## config.mk

```make
export PLATFORM = sky130hd
export DESIGN_NAME = fpga_vme_responder
export DESIGN_NICKNAME = d
export VERILOG_FILES = /design/src/rtl/fpga_vme_responder_pkg.sv /design/src/rtl/fpga_vme_responder_strobe_sync.sv /design/src/rtl/fpga_vme_responder.sv
export SDC_FILE = /design/constraint.sdc
export NUM_CORES = 1
export LEC_CHECK = 0
export CAP_MARGIN = 0
export CORE_UTILIZATION = 60
export DETAILED_ROUTE_END_ITERATION = 6
export DONT_BUFFER_PORTS = 1
export HOLD_SLACK_MARGIN = 0.08
export MAX_ROUTING_LAYER = met4
export PLACE_DENSITY = 0.76
export SYNTH_ARGS = -nofsm -noshare
export SYNTH_HDL_FRONTEND = slang
export SYNTH_SLANG_ARGS = --single-unit
export TNS_END_PERCENT = 1
```

## constraint.sdc

```tcl
create_clock -name SYSCLK -period 1.8 [get_ports SYSCLK]
set_clock_uncertainty 0.05 [all_clocks]
set_input_delay 0.45 -clock SYSCLK [delete_from_list [all_inputs] [get_ports SYSCLK]]
set_output_delay 0.45 -clock SYSCLK [all_outputs]
set_load 0.005 [all_outputs]
```

## src/rtl/fpga_vme_responder_pkg.sv

```systemverilog
// Shared types and constants for the CPLD-to-FPGA register access responder.
package fpga_vme_responder_pkg;

  localparam int ADDR_W = 5;
  localparam int DATA_W = 32;
  localparam int CNT_W  = 10;

  localparam int unsigned        TIMEOUT_DEF = 255;
  localparam logic [DATA_W-1:0]  TO_DATA_DEF = 32'hFFFF_FFFF;

  localparam logic [CNT_W-1:0]   CNT_MAX     = '1;

  typedef enum logic [1:0] {
    ARM  = 2'd0,
    IDLE = 2'd1,
    WAIT = 2'd2,
    ACK  = 2'd3
  } rsp_state_t;

endpackage

```

## src/rtl/fpga_vme_responder_strobe_sync.sv

```systemverilog
// Two-flop synchroniser for one CPLD strobe into the SYSCLK domain.
module strobe_sync (
  input  logic SYSCLK,
  input  logic RST,
  input  logic async_in,
  output logic sync_out
);

  logic s1;
  logic s2;

  // Capture the asynchronous strobe through two flops; both clear on reset.
  always_ff @(posedge SYSCLK) begin
    if (RST) begin
      s1 <= 1'b0;
      s2 <= 1'b0;
    end else begin
      s1 <= async_in;
      s2 <= s1;
    end
  end

  assign sync_out = s2;

endmodule

```

## src/rtl/fpga_vme_responder.sv

```systemverilog
// FPGA-side responder: turns synchronised CPLD strobes into single-beat
// local register bus accesses and returns FDTACK (active-low) to the CPLD.
//
// state | meaning
// ------+------------------------------------------------------------
// ARM   | after reset; wait for sync pipeline to refill and both strobes low
// IDLE  | ready; exactly one strobe high starts an access
// WAIT  | local pulse issued; wait for LACK or timeout
// ACK   | FDTACK low (DOE high on reads) until the active strobe drops
module fpga_vme_responder
  import fpga_vme_responder_pkg::*;
#(
  parameter int unsigned       TIMEOUT = TIMEOUT_DEF,
  parameter logic [DATA_W-1:0] TO_DATA = TO_DATA_DEF
) (
  input  logic              SYSCLK,
  input  logic              RST,
  input  logic              FWS,
  input  logic              FRS,
  input  logic [ADDR_W-1:0] FA,
  input  logic [DATA_W-1:0] DIN,
  output logic [DATA_W-1:0] DOUT,
  output logic              DOE,
  output logic              FDTACK,
  output logic [ADDR_W-1:0] LADDR,
  output logic [DATA_W-1:0] LWDATA,
  output logic              LWE,
  output logic              LRE,
  input  logic [DATA_W-1:0] LRDATA,
  input  logic              LACK,
  output logic              TOFLAG
);

  localparam logic [CNT_W-1:0] TO_LAST = CNT_W'(TIMEOUT - 1);

  rsp_state_t       state;
  rsp_state_t       state_nxt;
  logic             ws_s;
  logic             rs_s;
  logic             is_read;
  logic [CNT_W-1:0] tcnt;
  logic [1:0]       settle_cnt;
  logic             settle_done;
  logic             wr_start;
  logic             rd_start;
  logic             lack_done;
  logic             to_done;

  strobe_sync u_sync_ws (
    .SYSCLK   (SYSCLK),
    .RST      (RST),
    .async_in (FWS),
    .sync_out (ws_s)
  );

  strobe_sync u_sync_rs (
    .SYSCLK   (SYSCLK),
    .RST      (RST),
    .async_in (FRS),
    .sync_out (rs_s)
  );

  // The synchronisers clear on reset, so their outputs read low for two
  // edges even if a strobe is held high. ARM ignores them until they have
  // refilled, otherwise a strobe held through reset would start an access.
  assign settle_done = (settle_cnt == 2'd2);

  // Next-state decode and FDTACK/DOE generation.
  always_comb begin
    state_nxt = state;
    wr_start  = 1'b0;
    rd_start  = 1'b0;
    lack_done = 1'b0;
    to_done   = 1'b0;
    FDTACK    = 1'b1;
    DOE       = 1'b0;
    case (state)
      ARM: begin
        if (settle_done && !ws_s && !rs_s) state_nxt = IDLE;
      end
      IDLE: begin
        // Both strobes high is illegal and simply ignored.
        if (ws_s ^ rs_s) begin
          state_nxt = WAIT;
          wr_start  = ws_s;
          rd_start  = rs_s;
        end
      end
      WAIT: begin
        if (LACK) begin
          lack_done = 1'b1;
          state_nxt = ACK;
        end else if (tcnt == TO_LAST) begin
          to_done   = 1'b1;
          state_nxt = ACK;
        end
      end
      ACK: begin
        FDTACK = 1'b0;
        DOE    = is_read;
        if (!(is_read ? rs_s : ws_s)) state_nxt = IDLE;
      end
      default: state_nxt = ARM;
    endcase
  end

  // State register, local bus pulses, latches and the timeout counter.
  always_ff @(posedge SYSCLK) begin
    if (RST) begin
      state      <= ARM;
      settle_cnt <= 2'd0;
      is_read    <= 1'b0;
      tcnt       <= '0;
      LWE        <= 1'b0;
      LRE        <= 1'b0;
      LADDR      <= '0;
      LWDATA     <= '0;
      DOUT       <= '0;
      TOFLAG     <= 1'b0;
    end else begin
      state <= state_nxt;
      LWE   <= wr_start;
      LRE   <= rd_start;
      if (state == ARM && !settle_done) settle_cnt <= settle_cnt + 2'd1;
      if (wr_start || rd_start) begin
        LADDR   <= FA;
        is_read <= rd_start;
        tcnt    <= '0;
      end else if (state == WAIT && tcnt != CNT_MAX) begin
        tcnt <= tcnt + 1'b1;
      end
      if (wr_start) LWDATA <= DIN;
      if (lack_done && is_read) DOUT <= LRDATA;
      if (to_done) begin
        TOFLAG <= 1'b1;
        if (is_read) DOUT <= TO_DATA;
      end
    end
  end

endmodule

```

==> results.toml <==
[placed_design]
hpwl_um = 4875
gp_congestion = 0.8106
port_buffers = 0
dp.cells = 433

[floorplan]
die_h_um = 78.18
start_util = 0.6285
pin_count = 148
placementRows = 27
dieWidth_um = 78.18
die_area_mm2 = 0.006112
coreArea_mm2 = 0.005540

[synth]
syn_nets = 461
syn_inst = 377
avgSynthCellArea_um2 = 9.236
synth_seq_cells = 91
netlist_area_mm2 = 0.003482
synth_seq_area_share = 0.5232
synth.distinct_cells = 34
yosysWarningCount = 0

[finish]
n_antenna_cell = 0
drive_gt1_frac = 0.08466
syn_to_final_growth_pct = 9.881
final_cells = 450
num-nets-final = 457
fillers = 463

[clock_tree]
h-tree-depth = 3
insertion_delay_ps = 360
cts_hold_buf = 0
cts_tree = "built"
cts.clk_slew.worst_paths_ps = 80
numCtsBuffers = 9
clock-sinks = 91
cts_buffer_depth = 2
cts_root_buf = "clkbuf_8"

[detailed_routing]
via_count = 2499
wl_um = 7082
ant_nets = 0
avgRoutedWirePerCell_um = 15.74
vias_per_cell = 5.553
drtIter0Drc = 79
drcViolationCount = 0
drt-pass1-iter-count = 4

[grt]
grt_pass1_wl_um = 10720
grt_pass1_vias = 2353
grt_max_degree = 85
grt.total_usage = 0.2356
antenna_found_initial = 0
gr-total-overflow = 0

[critical_path]
reg2reg_from = "state[0]$_SDFFE_PP0P_"
end_kind = "flip-flop"
reg2reg_to = "state[0]$_SDFFE_PP0P_"
slowest_stage = "dfxtp_4"
start_kind = "flip-flop"
crit_buf_inv = 2
critPathKind = "flip-flop to flip-flop"
critPathTopFamily = "compound AO/OA/AOI/OAI gates"
r2r_cells = 7
required_ps = 1990
crit_path_max_incr_delay_ps = 370
critPathMaxFanout = 4
cp.arrival_ps = 1880
r2r_slack_ps = 110
cp_cell_sequence = "inv_1 -> ha_1 -> inv_2 -> a22oi_1 -> a2bb2oi_1 -> a221oi_2 -> mux2_1"

[worst_hold_path]
holdPathStages = 1
hp-class = "input port to flip-flop"
whs_endpoint = "LWE$_SDFF_PP0_"
hp-start = "RST"

[timing]
slew_viol_final = 0
rsz0062_at_grt = "no"
worstMarginPinSlew_ps = 411.3
setup_violations = 0
setup-tns-final_ps = 0
max_freq_mhz = 592.6
fin_crit_sh = 0.9375
period_needed_ps = 1688
slew-limit-headroom = 0.7258
hold-worst-slack_ps = 100.3
hold_violations = 0

[run_status]
status = "finished clean"

[power]
power_leakage_uw = 0.001611
vdd_drop_max_mv = 0.7661
cellPowerDensity_mw_per_mm2 = 1083

[run]
maxCapViolCount = 0
power by group:
part / switching (uW) / internal (uW)
registers: 76.0 / 2100
logic: 218 / 208
clock network: 713 / 825
worst register-to-register path, delay by kind of cell, from the launching register on:
kind                       cells  cell delay (ps)
adders and majority gates      1              220
muxes                          1              360
DFF                            1              370
AOI/OAI and AO/OA              3              440
buffers and inverters          2              140
per-stage QoR:
| stage | utilization | worst slack, ps | power (uW) | cell area [um2] |
|---|---|---|---|---|
| after detailed placement | 0.6472 | -24.60 | 2620 | 3586 |
| after floorplan | - | 163.9 | 2544 | 3482 |
| after global placement | 0.6472 | 110.9 | 2592 | 3586 |
| final | 0.6906 | 112.5 | 4145 | 3826 |
| after CTS | 0.6893 | 30.63 | 4150 | 3819 |
| after global routing | 0.6906 | 10.07 | 4310 | 3826 |
final cells by class:
cell class | count | area (um2) | share of cell area
flip-flops and latches | 91 | 1827 | 0.4774
multi-input cells | 253 | 1536 | 0.4016
clock buffers | 11 | 141.4 | 0.03695
repair buffers | 8 | 110.1 | 0.02878
well taps | 72 | 90.09 | 0.02354
clock inverters | 5 | 83.83 | 0.02191
inverters | 10 | 37.54 | 0.009810
cells by family (layout without fill, tap and decap cells):
logic type / after synthesis / count (layout) / share of synthesized area
fa+ha+maj: 10 / 10 / 0.03593
simple gates: 118 / 118 / 0.1448
flops: 91 / 91 / 0.5232
buf+inv: 33 / 34 / 0.03773
mux: 39 / 39 / 0.1125
xor+xnor: 10 / 10 / 0.02515
compound gates: 76 / 76 / 0.1207
what timing repair did:
item                       in CTS  in global routing
setup endpoints to repair       1                 34
hold endpoints to repair        0                  0
setup buffers                   1                  0
gates resized for setup         0                  5
how the worst max path moves through the flow:
stage / start / to / slack (ps) / cells after the start
2_1_floorplan: state[0]$_SDFFE_PP0P_ / state[0]$_SDFFE_PP0P_ / 160 / 7
4_1_cts: state[0]$_SDFFE_PP0P_ / state[0]$_SDFFE_PP0P_ / 30 / 7
6_report: state[0]$_SDFFE_PP0P_ / state[0]$_SDFFE_PP0P_ / 110 / 7
5_1_grt: state[0]$_SDFFE_PP0P_ / DOUT[4]$_SDFF_PP0_ / 10 / 7
3_3_place_gp: state[0]$_SDFFE_PP0P_ / state[0]$_SDFFE_PP0P_ / 110 / 7
3_5_place_dp: state[0]$_SDFFE_PP0P_ / state[0]$_SDFFE_PP0P_ / -20 / 7
layout by cell type, fill, tap and decap left out, types with 2 or more instances in the layout:
| master | count |
|---|---|
| clkbuf_8 | 10 |
| nor2b_1 | 5 |
| nand4_1 | 4 |
| nand2_1 | 72 |
| dfxtp_1 | 89 |
| xor2_1 | 7 |
| ha_1 | 9 |
| nor2_1 | 24 |
| xnor2_1 | 3 |
| buf_12 | 4 |
| mux2i_1 | 38 |
| clkinvlp_4 | 2 |
| a211oi_1 | 2 |
| nand2b_1 | 3 |
| inv_1 | 9 |
| a21oi_1 | 64 |
| nand3_1 | 2 |
| bufinv_16 | 2 |
| buf_4 | 4 |
cells in the mapped netlist:
library cell,count,share of area
o31a_1,1,0.0025
o22ai_1,1,0.0018
a211oi_1,2,0.0043
o21ba_2,1,0.0029
ha_1,10,0.036
dfxtp_1,91,0.52
xor2_1,7,0.018
a221oi_2,1,0.0043
xnor2_1,3,0.0075
nor2_2,1,0.0018
buf_2,6,0.0086
nor2_1,24,0.026
nand4_1,4,0.0072
nand3b_1,1,0.0022
nand2_1,72,0.078
o311a_1,1,0.0029
nor2b_1,5,0.0090
and3_1,1,0.0018
nand2b_1,3,0.0054
clkbuf_1,17,0.018
o21ai_0,1,0.0014
o2111ai_1,1,0.0025
and3b_1,1,0.0025
mux2_1,1,0.0032
and2_4,1,0.0025
a22oi_1,1,0.0022
o21ai_1,1,0.0014
and2_1,1,0.0018
mux2i_1,38,0.11
and4b_1,1,0.0029
inv_1,10,0.011
a21oi_1,64,0.092
nand3_1,3,0.0043
a2bb2oi_1,1,0.0025
per-layer routing:
metal | GRT usage | wire, um | part of all wire | vias to the layer above
met5 | - | 0 | 0 | -
met4 | 0.1130 | 109 | 0.015 | 0
met3 | 0.06163 | 589 | 0.083 | 11
met2 | 0.3851 | 3467 | 0.49 | 103
met1 | 0.2695 | 2915 | 0.41 | 1137
li1 | - | - | - | 1248
state kept, by name (all words and copies together), names as in the netlist, named ones only:
register,count
DOUT,31
LADDR,5
LRE,1
LWDATA,32
LWE,1
TOFLAG,1
is_read,1
settle_cnt,2
state,2
tcnt,10
u_sync_rs.s1,1
u_sync_rs.sync_out,1
u_sync_ws.s1,1
u_sync_ws.sync_out,1
No activity file was read; power rests on OpenSTA's default activity.
